### config.mk
export PLATFORM = sky130hd
export DESIGN_NAME = fetch_stage
export DESIGN_NICKNAME = d
export VERILOG_FILES = /design/src/rtl/fetch_stage_pkg.sv /design/src/rtl/fetch_fifo.sv /design/src/rtl/fetch_stage.sv
export SDC_FILE = /design/constraint.sdc
export NUM_CORES = 1
export LEC_CHECK = 0
export CORE_ASPECT_RATIO = 0.6
export CORE_MARGIN = 4
export CORE_UTILIZATION = 41
export DETAILED_ROUTE_END_ITERATION = 6
export PLACE_DENSITY = 0.65
export SYNTH_ARGS = -nofsm -noshare
export SYNTH_HDL_FRONTEND = slang
export SYNTH_SLANG_ARGS = --single-unit
export TNS_END_PERCENT = 30
### constraint.sdc
create_clock -name clk_i -period 6 [get_ports clk_i]
set_clock_uncertainty 0.1 [all_clocks]
set_input_delay 1.5 -clock clk_i [delete_from_list [all_inputs] [get_ports clk_i]]
set_output_delay 1.5 -clock clk_i [all_outputs]
set_load 0.01 [all_outputs]
### src/rtl/fetch_stage_pkg.sv
// rtl/fetch_stage_pkg.sv - shared constants and types for the fetch stage
package fetch_stage_pkg;

  localparam logic [31:0] RESET_PC_DEFAULT  = 32'h0000_0000;
  localparam logic [31:0] NOP_INSTR_DEFAULT = 32'h0000_0013;
  localparam int unsigned FETCH_DEPTH       = 2;

  typedef enum logic {
    ST_RUN   = 1'b0,
    ST_FLUSH = 1'b1
  } fetch_state_e;

  typedef struct packed {
    logic [31:0] pc;
    logic [31:0] instr;
  } fetch_entry_t;

endpackage

### src/rtl/fetch_fifo.sv
// rtl/fetch_fifo.sv - two-entry FIFO with flush, holds fetched words and address tags
module fetch_fifo #(
  parameter int W = 32
) (
  input  logic         clk_i,
  input  logic         rst_n_i,
  input  logic         flush_i,
  input  logic         push_i,
  input  logic [W-1:0] push_data_i,
  input  logic         pop_i,
  output logic [W-1:0] head_o,
  output logic [1:0]   count_o,
  output logic         empty_o
);

  logic [W-1:0] mem_q [2];
  logic [W-1:0] mem_d [2];
  logic         rd_ptr_q, rd_ptr_d;
  logic         wr_ptr_q, wr_ptr_d;
  logic [1:0]   count_q, count_d;
  logic         do_push, do_pop;

  // Next state: flush wins; a pop frees the slot a same-cycle push may take when full.
  always_comb begin
    mem_d    = mem_q;
    rd_ptr_d = rd_ptr_q;
    wr_ptr_d = wr_ptr_q;
    count_d  = count_q;
    do_pop   = pop_i & (count_q != 2'd0);
    do_push  = push_i & ((count_q != 2'd2) | do_pop);
    if (flush_i) begin
      rd_ptr_d = 1'b0;
      wr_ptr_d = 1'b0;
      count_d  = 2'd0;
    end else begin
      if (do_push) begin
        mem_d[wr_ptr_q] = push_data_i;
        wr_ptr_d        = ~wr_ptr_q;
      end
      if (do_pop) begin
        rd_ptr_d = ~rd_ptr_q;
      end
      count_d = count_q + {1'b0, do_push} - {1'b0, do_pop};
    end
  end

  // Storage and pointer registers.
  always_ff @(posedge clk_i or negedge rst_n_i) begin
    if (!rst_n_i) begin
      mem_q[0] <= '0;
      mem_q[1] <= '0;
      rd_ptr_q <= 1'b0;
      wr_ptr_q <= 1'b0;
      count_q  <= 2'd0;
    end else begin
      mem_q    <= mem_d;
      rd_ptr_q <= rd_ptr_d;
      wr_ptr_q <= wr_ptr_d;
      count_q  <= count_d;
    end
  end

  assign head_o  = mem_q[rd_ptr_q];
  assign count_o = count_q;
  assign empty_o = (count_q == 2'd0);

endmodule

### src/rtl/fetch_stage.sv
// rtl/fetch_stage.sv - instruction fetch: PC, request budget, redirect flush, F register
module fetch_stage
  import fetch_stage_pkg::*;
#(
  parameter logic [31:0] RESET_PC  = RESET_PC_DEFAULT,
  parameter logic [31:0] NOP_INSTR = NOP_INSTR_DEFAULT
) (
  input  logic        clk_i,
  input  logic        rst_n_i,
  input  logic        PC_stall_i,
  input  logic        PC_bubble_i,
  input  logic        F_stall_i,
  input  logic        F_bubble_i,
  input  logic        E_jmp_sel_i,
  input  logic [31:0] E_jmp_target_i,
  output logic        imem_req_o,
  output logic [31:0] imem_addr_o,
  input  logic        imem_gnt_i,
  input  logic        imem_rvalid_i,
  input  logic [31:0] imem_rdata_i,
  output logic [31:0] F_pc_o,
  output logic [31:0] F_instr_o,
  output logic        F_valid_o,
  output logic        F_wait_o
);

  localparam logic [2:0] DEPTH = 3'(FETCH_DEPTH);

  fetch_state_e state_q, state_d;
  logic [31:0]  pc_q, pc_d;
  logic [1:0]   outstanding_q, outstanding_d;
  logic [1:0]   discard_q, discard_d;
  logic [31:0]  f_pc_q, f_pc_d;
  logic [31:0]  f_instr_q, f_instr_d;
  logic         f_valid_q, f_valid_d;

  logic [2:0]   in_flight;
  logic         issue, rvalid_ok, rsp_keep, rsp_drop;
  logic         fifo_push, fifo_pop, fifo_empty;
  logic [1:0]   fifo_count;
  fetch_entry_t fifo_head;
  logic [31:0]  tag_head;
  logic [1:0]   tag_count;
  logic         tag_empty;

  // Request gating, response accounting, PC and the RUN/FLUSH controller.
  always_comb begin
    in_flight  = {1'b0, outstanding_q} + {1'b0, fifo_count};
    imem_req_o = (state_q == ST_RUN) & ~E_jmp_sel_i & ~PC_stall_i & ~PC_bubble_i
                 & (in_flight < DEPTH);
    issue      = imem_req_o & imem_gnt_i;
    rvalid_ok  = imem_rvalid_i & (outstanding_q != 2'd0);
    rsp_keep   = rvalid_ok & (discard_q == 2'd0);
    rsp_drop   = rvalid_ok & (discard_q != 2'd0);
    fifo_push  = rsp_keep & ~E_jmp_sel_i;
    fifo_pop   = ~F_stall_i & ~E_jmp_sel_i & ~F_bubble_i & ~fifo_empty;

    outstanding_d = outstanding_q + {1'b0, issue} - {1'b0, rvalid_ok};
    discard_d     = discard_q - {1'b0, rsp_drop};
    pc_d          = issue ? pc_q + 32'd4 : pc_q;
    state_d       = state_q;
    if (E_jmp_sel_i) begin
      // Everything still in flight belongs to the wrong path.
      pc_d      = E_jmp_target_i;
      discard_d = outstanding_d;
      state_d   = (outstanding_d != 2'd0) ? ST_FLUSH : ST_RUN;
    end else if ((state_q == ST_FLUSH) && (discard_d == 2'd0)) begin
      state_d = ST_RUN;
    end
  end

  // F output register next value, stall > redirect/bubble > FIFO head > NOP.
  always_comb begin
    f_pc_d    = f_pc_q;
    f_instr_d = f_instr_q;
    f_valid_d = f_valid_q;
    if (!F_stall_i) begin
      if (E_jmp_sel_i || F_bubble_i || fifo_empty) begin
        f_pc_d    = 32'd0;
        f_instr_d = NOP_INSTR;
        f_valid_d = 1'b0;
      end else begin
        f_pc_d    = fifo_head.pc;
        f_instr_d = fifo_head.instr;
        f_valid_d = 1'b1;
      end
    end
  end

  // Control state registers.
  always_ff @(posedge clk_i or negedge rst_n_i) begin
    if (!rst_n_i) begin
      state_q       <= ST_RUN;
      pc_q          <= RESET_PC;
      outstanding_q <= 2'd0;
      discard_q     <= 2'd0;
    end else begin
      state_q       <= state_d;
      pc_q          <= pc_d;
      outstanding_q <= outstanding_d;
      discard_q     <= discard_d;
    end
  end

  // F output registers.
  always_ff @(posedge clk_i or negedge rst_n_i) begin
    if (!rst_n_i) begin
      f_pc_q    <= 32'd0;
      f_instr_q <= NOP_INSTR;
      f_valid_q <= 1'b0;
    end else begin
      f_pc_q    <= f_pc_d;
      f_instr_q <= f_instr_d;
      f_valid_q <= f_valid_d;
    end
  end

  fetch_fifo #(.W(32)) u_tag_q (
    .clk_i       (clk_i),
    .rst_n_i     (rst_n_i),
    .flush_i     (E_jmp_sel_i),
    .push_i      (issue),
    .push_data_i (pc_q),
    .pop_i       (rsp_keep),
    .head_o      (tag_head),
    .count_o     (tag_count),
    .empty_o     (tag_empty)
  );

  fetch_fifo #(.W(64)) u_instr_q (
    .clk_i       (clk_i),
    .rst_n_i     (rst_n_i),
    .flush_i     (E_jmp_sel_i),
    .push_i      (fifo_push),
    .push_data_i ({tag_head, imem_rdata_i}),
    .pop_i       (fifo_pop),
    .head_o      (fifo_head),
    .count_o     (fifo_count),
    .empty_o     (fifo_empty)
  );

  assign imem_addr_o = pc_q;
  assign F_pc_o      = f_pc_q;
  assign F_instr_o   = f_instr_q;
  assign F_valid_o   = f_valid_q;
  assign F_wait_o    = ~F_stall_i & ~E_jmp_sel_i & ~F_bubble_i & fifo_empty;

  // A response with nothing in flight is ignored by the logic but flagged here.
  a_no_lost_rsp: assert property (@(posedge clk_i) disable iff (!rst_n_i)
    imem_rvalid_i |-> (outstanding_q != 2'd0));
  a_budget: assert property (@(posedge clk_i) disable iff (!rst_n_i)
    in_flight <= DEPTH);
  a_tags_track: assert property (@(posedge clk_i) disable iff (!rst_n_i)
    tag_count == (outstanding_q - discard_q));
  a_tag_present: assert property (@(posedge clk_i) disable iff (!rst_n_i)
    rsp_keep |-> !tag_empty);

endmodule

# Yosys cells after proc, flatten, opt, wreduce, memory -nomap -nowiden

Cells that the tools add are included.

Bits in registers: 302
Word-level logic and storage cells: 121
Bits of input ports: 73

Order comparisons: 7
$add $sub $neg: 9
Equal/unequal tests: 2
Mux-type cells: 31
Reductions and logical operators: 21
Bitwise logic cells: 34

Operator list:

| operator              | count |
|---|---|
| $mux 32               | 8 |
| $mux 64               | 4 |
| $bwmux 128            | 1 |
| $bwmux 64             | 1 |
| $demux 64 s1          | 1 |
| $add 32x3->32 const B | 1 |
| $demux 32 s1          | 1 |
| $reduce_bool 2->1     | 11 |
| $and 1x1->1           | 17 |
| $mux 1                | 12 |
| $not 1->1             | 11 |
| $ge 2x2->1 const B    | 4 |
| $not 1->2             | 4 |
| $sub 2x1->2           | 4 |
| $add 2x1->2           | 3 |
| $logic_not 2->1       | 3 |
| $mux 2                | 3 |
| $lt 2x1->1 const B    | 2 |
| $ne 2x2->1 const B    | 2 |
| $reduce_and 2->1      | 2 |
| $add 2x2->3           | 1 |
| $logic_and 1x1->1     | 3 |
| $lt 3x2->1 const B    | 1 |
| $logic_or 1x1->1      | 2 |
| $or 1x1->1            | 2 |

# Depth between registers and ports, before layout

Gate-level depths: netlist of run 1.

Depth after elaboration: 11
Depth in mapped cells: 13
Depth with buffers taken out: 11

# By module

Synthesis of run 1 repeated with hierarchy kept, for this count alone.

Cells, all modules: 961
Area total of the unflattened synthesis: 13,546.7 sq um

By module, submodules not included:

| module                  | cells an instance | area each (sq um) | instances |
|---|---|---|---|
| fetch_fifo at u_instr_q | 364               | 5,973.2           | 1 |
| fetch_stage             | 402               | 4,463.0           | 1 |
| fetch_fifo at u_tag_q   | 195               | 3,110.5           | 1 |

# Worst setup path before layout of run 1

OpenSTA, ideal clock, no wires.

Path kind: input-to-output
Start point: input E_jmp_sel_i
End point: output F_wait_o
Stages on the path: 3
Arrival time: 2.317 ns
Path slack: 2.083 ns
Cell sequence: clkbuf_1 > clkbuf_1 > nor4_1

Cells in the longest elaborated chain, start to end: 4

RTL lines:

| item                       | line               | RTL |
|---|---|---|
| from (decl)                | fetch_stage.sv:14  | `input logic E_jmp_sel_i,` |
| $not 1->1 (no source line) | n/a                |  |
| $and 1x1->1 (3 in a row)   | fetch_stage.sv:146 | `assign F_wait_o = ~F_stall_i & ~E_jmp_sel_i & ~F_bubble_i & fifo_empty;` |
| to (decl)                  | fetch_stage.sv:24  | `output logic F_wait_o` |

Every way passes these cells.

# Worst setup path in the final report of run 1

Start point: input F_bubble_i
End point: output F_wait_o

Cells in the longest elaborated chain, start to end: 3

RTL lines:

| item                     | line               | RTL |
|---|---|---|
| from (decl)              | fetch_stage.sv:13  | `input logic F_bubble_i,` |
| $not 1->1                | fetch_stage.sv:146 |  |
| $and 1x1->1 (2 in a row) | fetch_stage.sv:146 |  |

Every way passes these cells.

==> results of run 1 <==
## per-stage QoR
step                  util  setup WS, ps  hold slack [ps]
floorplan                -          2083            349.6
global placement    0.4813          1445            360.6
detailed placement  0.4813          1456            370.3
CTS                 0.5147          1452            385.0
global route        0.5147          1384            396.3
finish              0.5147          1467            377.4
## flip-flops by register name (all words and copies together) (netlist names)
name / cells
imem_addr_o: 32
state_q: 1
F_instr_o: 32
outstanding_q: 2
u_tag_q.wr_ptr_q: 1
F_pc_o: 32
discard_q: 2
u_tag_q.count_o: 2
u_instr_q.mem_q: 128
u_instr_q.wr_ptr_q: 1
u_tag_q.mem_q: 64
F_valid_o: 1
u_instr_q.rd_ptr_q: 1
u_instr_q.count_o: 2
u_tag_q.rd_ptr_q: 1
## synth_stat cells, types with 2 or more instances
cell	instances	share of area
a21oi_1	44	0.017
a22oi_1	4	0.0023
a31oi_1	5	0.0024
a32oi_1	3	0.0020
a41oi_1	2	0.0014
and2_1	5	0.0024
and3_1	7	0.0034
buf_1	6	0.0017
buf_2	21	0.0081
buf_4	10	0.0058
clkbuf_1	30	0.0087
dfrtp_1	299	0.58
dfstp_2	3	0.0061
ha_1	8	0.0077
inv_1	17	0.0049
mux2_1	51	0.044
mux2_2	79	0.069
mux2i_1	97	0.075
nand2_1	133	0.039
nand3_1	22	0.0085
nand3b_1	4	0.0023
nand4_1	9	0.0044
nor2_1	56	0.016
nor2b_1	7	0.0034
nor3_1	9	0.0035
nor4_1	3	0.0015
nor4_4	2	0.0033
o211ai_1	8	0.0046
o21ai_0	111	0.043
o21ai_1	5	0.0019
o311ai_0	6	0.0041
or2_2	2	0.00097
or3_1	3	0.0015
xnor2_1	5	0.0034
xor2_1	8	0.0054
## area by class of cell
type / instances / area [um2] / share of cell area
inverters: 18 / 67.56 / 0.004214
multi-input cells: 711 / 5017 / 0.3129
clock buffers: 41 / 862.1 / 0.05377
well taps: 416 / 520.5 / 0.03246
clock inverters: 15 / 176.4 / 0.01100
repair buffers: 185 / 1824 / 0.1138
flip-flops and latches: 302 / 7566 / 0.4719
## critical path, stage by stage
cell and delay [ps]:
clkdlybuf4s50_1 390, or2_1 270, nor4_1 190, clkdlybuf4s50_1 580
## logic make-up after synthesis
group / after synthesis / synth area share
multiplexers: 227 / 0.1882
XOR/XNOR: 13 / 0.008803
AO/OA/AOI/OAI: 193 / 0.08358
adder cells (fa/ha/maj): 9 / 0.009286
buffers and inverters: 85 / 0.02960
AND/OR/NAND/NOR: 269 / 0.09596
flip-flops: 302 / 0.5845
## routing by layer
metal | wire length, um | GRT usage
met5 | 0 | 0
met3 | 1568 | 0.03598
met4 | 498 | 0.03704
met2 | 14610 | 0.2877
met1 | 15070 | 0.2674
## power by group through the flow
stage	Sequential, mW	Combinational, mW	Clock, mW
finish	2.75	0.976	1.95
global route	2.80	1.11	2.09
CTS	2.75	0.995	2.01
detailed placement	2.78	0.990	0
global placement	2.76	0.952	0
floorplan	2.70	0.657	0
## worst paths after layout
check                      slack [ps]                   to  cells past startpoint            startpoint
setup / recovery                 1470             F_wait_o                      4            F_bubble_i
hold / removal                    380  u_instr_q.mem_q[50]                      2   u_instr_q.mem_q[50]
setup reg to reg                 2690              state_q                     12  u_instr_q.count_o[0]
hold reg to reg                   380  u_instr_q.mem_q[50]                      2   u_instr_q.mem_q[50]
max in group asynchronous        3720     u_tag_q.rd_ptr_q                      2               rst_n_i
min in group asynchronous         860            F_pc_o[5]                      1               rst_n_i
==> impl_metrics.prom, run 1 <==
# TYPE chip_impl_metric gauge
chip_impl_metric{name="p_sw_frac",unit=""} 0.2750
chip_impl_metric{name="setup_tns",unit="ps"} 0
chip_impl_metric{name="grt_pass1_vias",unit=""} 9210
chip_impl_metric{name="timing.critical_path.fanout_max",unit=""} 3
chip_impl_info{name="criticalPathCategory",value="primary input to primary output"} 1
chip_impl_info{name="crit_path_end_kind",value="primary output"} 1
chip_impl_metric{name="remaining_drc_errors",unit=""} 0
chip_impl_metric{name="port_buffers",unit=""} 171
chip_impl_metric{name="gr-usage-all-layers",unit=""} 0.1831
chip_impl_metric{name="antenna-diode-count",unit=""} 0
chip_impl_metric{name="layout.filler_cells",unit=""} 2711
chip_impl_metric{name="layout-area-overhead-vs-synth",unit="%"} 23.96
chip_impl_metric{name="ant_nets",unit=""} 0
chip_impl_metric{name="synthArstFlopShare",unit=""} 1.000
chip_impl_metric{name="power.total",unit="mW"} 5.678
chip_impl_metric{name="die_y",unit="um"} 145.6
chip_impl_metric{name="fin_crit",unit="ps"} 4533
chip_impl_metric{name="ir_drop",unit="mV"} 0.2399
chip_impl_metric{name="number_of_primary_i_o_pins",unit=""} 172
chip_impl_metric{name="clk_pin_slew",unit="ps"} 60
chip_impl_info{name="synthFlopType",value="dfrtp_1"} 1
chip_impl_metric{name="slew_headroom",unit=""} 0.2857
chip_impl_metric{name="synth_seq_area_share",unit=""} 0.5845
chip_impl_metric{name="cap_violations",unit=""} 0
chip_impl_metric{name="syn-mean-instance-area",unit="um2"} 11.78
chip_impl_info{name="status",value="finished clean"} 1
chip_impl_metric{name="timing_worst_slew_pin_value",unit="ps"} 1071
chip_impl_metric{name="power_frac_seq",unit=""} 0.484
chip_impl_info{name="type_of_origin_of_the_critical_path",value="primary input"} 1
chip_impl_metric{name="grt_pass1_wl",unit="um"} 51660
chip_impl_metric{name="routed_via_density",unit=""} 5.219
chip_impl_metric{name="switchingPower",unit="mW"} 1.561
chip_impl_metric{name="detailedRoute.firstPassIterationCount",unit=""} 5
chip_impl_metric{name="synth-edff-count",unit=""} 0
chip_impl_metric{name="floorplan.core_area",unit="mm2"} 0.03115
chip_impl_metric{name="synth_nets",unit=""} 1180
chip_impl_metric{name="htree_levels",unit=""} 1
chip_impl_metric{name="syn-instance-count",unit=""} 1098
chip_impl_metric{name="p_int",unit="mW"} 4.116
chip_impl_info{name="layout_common_cells",value="dfrtp_1, clkdlybuf4s50_1, nand2_1"} 1
chip_impl_metric{name="finalNonFillerCells",unit=""} 1688
chip_impl_metric{name="die_x",unit="um"} 237.3
chip_impl_metric{name="fin_nets",unit=""} 1330
chip_impl_metric{name="cts.repair.resized",unit=""} 0
chip_impl_metric{name="timing.final.crit_share",unit=""} 0.7556
chip_impl_metric{name="gpl.final_weighted_congestion",unit=""} 0.7779
chip_impl_metric{name="power.share.clock",unit=""} 0.344
chip_impl_metric{name="cts_buffers",unit=""} 30
chip_impl_metric{name="floorplan.rows",unit=""} 50
chip_impl_metric{name="drt_iter0_drc",unit=""} 470
chip_impl_metric{name="data_arrival_time_of_the_critical_path",unit="ps"} 2930
chip_impl_metric{name="cellPowerDensity",unit="mW/mm2"} 354.1
chip_impl_metric{name="antenna_found_initial",unit=""} 0
chip_impl_metric{name="grt_max_degree",unit=""} 114
chip_impl_metric{name="netlist_area",unit="mm2"} 0.01293
chip_impl_metric{name="post-place-cells",unit=""} 1632
chip_impl_metric{name="cts_hold_buffers",unit=""} 0
chip_impl_metric{name="share_of_final_layout_standard_cells_stronger_than_drive_strength_1",unit=""} 0.1313
chip_impl_metric{name="static_leakage_power",unit="nW"} 6.950
chip_impl_metric{name="timing.critical_path.required",unit="ps"} 4400
chip_impl_metric{name="final_max_slew_viol_count",unit=""} 0
chip_impl_metric{name="overflow",unit=""} 0
chip_impl_metric{name="cts.repair_timing.setup_buffer_count",unit=""} 0
chip_impl_metric{name="cts.path.max_buffers",unit=""} 3
chip_impl_metric{name="sink_count",unit=""} 302
chip_impl_info{name="ctsRootBufferMaster",value="clkbuf_16"} 1
chip_impl_metric{name="report.final.hold_viol_count",unit=""} 0
chip_impl_metric{name="dp_hpwl",unit="um"} 20800
chip_impl_info{name="mostFrequentLayoutCell",value="dfrtp_1"} 1
chip_impl_metric{name="clock.fmax",unit="GHz"} 0.2206
chip_impl_metric{name="clk-insertion-delay-late",unit="ps"} 570
chip_impl_metric{name="drt-wirelength-per-cell",unit="um"} 18.81
chip_impl_metric{name="post_synth_num_cell_types",unit=""} 49
chip_impl_metric{name="postSynthRegisterBits",unit=""} 302
chip_impl_metric{name="die_area",unit="mm2"} 0.03455
chip_impl_metric{name="finalInstanceArea",unit="mm2"} 0.01603
chip_impl_metric{name="place_area",unit="mm2"} 0.01500
chip_impl_info{name="min_path_type",value="flop to flop"} 1
chip_impl_metric{name="yosysWarningCount",unit=""} 0
chip_impl_metric{name="comb_power_share",unit=""} 0.172
chip_impl_metric{name="drt-total-wl",unit="um"} 31750
chip_impl_metric{name="setup_viol",unit=""} 0
chip_impl_info{name="rsz0062_at_grt",value="no"} 1
chip_impl_info{name="cts_tree",value="yes"} 1
chip_impl_metric{name="vias",unit=""} 8810
chip_impl_metric{name="initial_cell_density_of_the_core",unit=""} 0.4152
Power figures use the tool's default switching activity.
==> inputs of run 2 (changes only) <==
==> constraint.sdc (replaced) <==
create_clock -name clk_i -period 4.2 [get_ports clk_i]
set_clock_uncertainty 0.1 [all_clocks]
set_input_delay 1.05 -clock clk_i [delete_from_list [all_inputs] [get_ports clk_i]]
set_output_delay 1.05 -clock clk_i [all_outputs]
set_load 0.01 [all_outputs]
==> run 2 against run 1 <==
  * Sequential cell count stayed put
  * Cell count is 0.36% higher
  * Non-clock buffer count is 7 higher
  * Combinational power is 44% higher
  * Highest routed layer unchanged
==> impl_metrics.prom, run 2 (synthesis results as in run 1) <==
# TYPE chip_impl_metric gauge
chip_impl_metric{name="drt_iter0_drc",unit=""} 520
chip_impl_metric{name="setup_viol",unit=""} 0
chip_impl_info{name="crit_path_cell_trace",value="and2_1 -> fa_1 -> nor2_1 -> and2_1 -> clkdlybuf4s50_1"} 1
chip_impl_metric{name="gpl.final_weighted_congestion",unit=""} 0.7945
chip_impl_info{name="worst_path_max_delay_cell",value="clkdlybuf4s50_1"} 1
chip_impl_metric{name="route.met2.wl",unit="um"} 14740
chip_impl_metric{name="clk_pin_slew",unit="ps"} 70
chip_impl_metric{name="largest_reg_flops",unit=""} 128
chip_impl_info{name="layout_common_cells",value="dfrtp_1, clkdlybuf4s50_1, nand2_1"} 1
chip_impl_metric{name="clk-insertion-delay-late",unit="ps"} 560
chip_impl_metric{name="number_of_primary_i_o_pins",unit=""} 172
chip_impl_metric{name="data_arrival_time_of_the_critical_path",unit="ps"} 2580
chip_impl_metric{name="grt_pass1_wl",unit="um"} 52870
chip_impl_info{name="rsz0062_at_grt",value="no"} 1
chip_impl_metric{name="dp_worst_setup_slack",unit="ps"} 535.4
chip_impl_metric{name="layout-area-overhead-vs-synth",unit="%"} 24.44
chip_impl_info{name="crit_path_end_kind",value="primary output"} 1
chip_impl_metric{name="drt-wirelength-per-cell",unit="um"} 19.27
chip_impl_metric{name="slew_headroom",unit=""} 0.2379
chip_impl_metric{name="remaining_drc_errors",unit=""} 0
chip_impl_metric{name="whs",unit="ps"} 378.4
chip_impl_metric{name="final_max_slew_viol_count",unit=""} 0
chip_impl_metric{name="ir_drop",unit="mV"} 0.3272
chip_impl_metric{name="gr-usage-all-layers",unit=""} 0.1888
chip_impl_metric{name="die_area",unit="mm2"} 0.03455
chip_impl_metric{name="static_leakage_power",unit="nW"} 6.993
chip_impl_metric{name="grt_pass1_vias",unit=""} 9344
chip_impl_info{name="min_path_type",value="flop to flop"} 1
chip_impl_info{name="highest-signal-layer",value="met4"} 1
chip_impl_metric{name="cellPowerDensity",unit="mW/mm2"} 504.7
chip_impl_info{name="status",value="finished clean"} 1
chip_impl_info{name="cts_tree",value="yes"} 1
chip_impl_info{name="cell_with_the_most_instances_on_the_worst_path",value="and2_1"} 1
chip_impl_metric{name="layout.core_utilization",unit=""} 0.5167
chip_impl_metric{name="drt-total-wl",unit="um"} 32650
chip_impl_metric{name="timing.critical_path.required",unit="ps"} 3050
chip_impl_metric{name="dp_hpwl",unit="um"} 21180
chip_impl_info{name="ctsRootBufferMaster",value="clkbuf_16"} 1
chip_impl_metric{name="floorplan.rows",unit=""} 50
chip_impl_metric{name="layout.filler_cells",unit=""} 2656
chip_impl_info{name="largest_register_by_flop_count",value="u_instr_q.mem_q"} 1
chip_impl_metric{name="critical_path.max_stage_delay",unit="ps"} 540
chip_impl_metric{name="cts_hold_buffers",unit=""} 0
chip_impl_metric{name="timing_worst_slew_pin_value",unit="ps"} 1143
chip_impl_metric{name="sink_count",unit=""} 302
chip_impl_metric{name="setup_tns",unit="ps"} 0
chip_impl_metric{name="port_buffers",unit=""} 171
chip_impl_metric{name="die_y",unit="um"} 145.6
chip_impl_metric{name="ant_nets",unit=""} 0
chip_impl_metric{name="cts_buffers",unit=""} 29
chip_impl_metric{name="detailedRoute.firstPassIterationCount",unit=""} 5
chip_impl_metric{name="wl_met3",unit="um"} 1675
chip_impl_metric{name="report.final.hold_viol_count",unit=""} 0
chip_impl_info{name="criticalPathCategory",value="flop to primary output"} 1
chip_impl_metric{name="overflow",unit=""} 0
chip_impl_info{name="biggestRegsByFlops",value="u_instr_q.mem_q (128), u_tag_q.mem_q (64)"} 1
chip_impl_metric{name="share_of_final_layout_standard_cells_stronger_than_drive_strength_1",unit=""} 0.1355
chip_impl_metric{name="die_x",unit="um"} 237.3
chip_impl_metric{name="fin_crit",unit="ps"} 3735
chip_impl_metric{name="htree_levels",unit=""} 1
chip_impl_info{name="mostFrequentLayoutCell",value="dfrtp_1"} 1
chip_impl_metric{name="cts.path.max_buffers",unit=""} 3
chip_impl_metric{name="floorplan.core_area",unit="mm2"} 0.03115
chip_impl_metric{name="fin_nets",unit=""} 1336
chip_impl_metric{name="grt_max_degree",unit=""} 116
chip_impl_metric{name="timing.critical_path.fanout_max",unit=""} 5
chip_impl_metric{name="cts.repair.resized",unit=""} 0
chip_impl_metric{name="cts.repair_timing.setup_buffer_count",unit=""} 0
chip_impl_metric{name="initial_cell_density_of_the_core",unit=""} 0.4152
chip_impl_metric{name="post-route-worst-setup-slack",unit="ps"} 465.2
chip_impl_info{name="type_of_origin_of_the_critical_path",value="flop"} 1
chip_impl_metric{name="cap_violations",unit=""} 0
chip_impl_info{name="path_delay_family",value="simple AND/OR/NAND/NOR gates"} 1
chip_impl_metric{name="timing.final.crit_share",unit=""} 0.8892
chip_impl_metric{name="clock.fmax",unit="GHz"} 0.2678
chip_impl_metric{name="critPathBufInv",unit=""} 1
chip_impl_metric{name="antenna_found_initial",unit=""} 0
chip_impl_metric{name="routed_via_density",unit=""} 5.268
chip_impl_metric{name="met1Wirelength",unit="um"} 15730
chip_impl_metric{name="vias",unit=""} 8924
[run 2: cell count changes in the layout (fill, tap and decap cells not counted), moves of 2 or more]
| cell | before | now |
|---|---|---|
| clkinv_2 | 7 | 9 |
| buf_4 | 13 | 18 |
| buf_12 | 1 | 3 |
| clkinvlp_4 | 2 | 0 |
[run 2: worst register-to-register path, cell delays in order, from the launching register on]
cell	delay (ps)
dfrtp_1	460
and2_1	180
fa_1	420
nor2_1	250
and3_1	250
inv_2	180
ha_1	340
inv_1	40
ha_1	180
xor2_1	150
xnor2_1	280
a22oi_1	150
[run 2: power breakdown]
group / switching, mW / leakage, nW / internal [mW]
combinational: 0.684 / 2.50 / 0.723
sequential: 0.391 / 3.98 / 3.54
clock: 1.14 / 0.515 / 1.65
[run 2: routing by layer]
layer / global-route usage / vias to the layer above
met1: 0.2740 / 4562
met4: 0.03208 / 0
met5: 0 / -
met2: 0.2956 / 150
met3: 0.04470 / 42
li1: - / 4170
[run 2: cell type report]
cell class                 count  area, um2  share of cell area
sequential                   302       7566              0.4700
multi-input combinational    711       5017              0.3117
timing repair buffer         192       1902              0.1181
tap                          416      520.5             0.03234
clock inverter                14      173.9             0.01080
antenna                        1      2.502           0.0001555
clock buffer                  40      847.1             0.05262
inverter                      18      67.56            0.004197
[run 2: final timing paths]
check,startpoint,endpoint,slack (ps),cells past startpoint
max,u_instr_q.count_o[0],imem_req_o,470,5
min,u_instr_q.mem_q[36],u_instr_q.mem_q[36],380,2
max reg2reg,u_instr_q.count_o[0],state_q,1070,11
min reg2reg,u_instr_q.mem_q[36],u_instr_q.mem_q[36],380,2
max in group asynchronous,rst_n_i,u_instr_q.mem_q[24],2540,2
min in group asynchronous,rst_n_i,u_instr_q.mem_q[70],440,1
[run 2: through the flow]
stage	area, um2	power, mW	instances
after floorplan	12930	4.802	1098
after global placement	15070	5.323	1639
after detailed placement	15070	5.398	1639
after CTS	16090	8.217	1693
after global routing	16090	8.582	1693
final	16100	8.124	1694
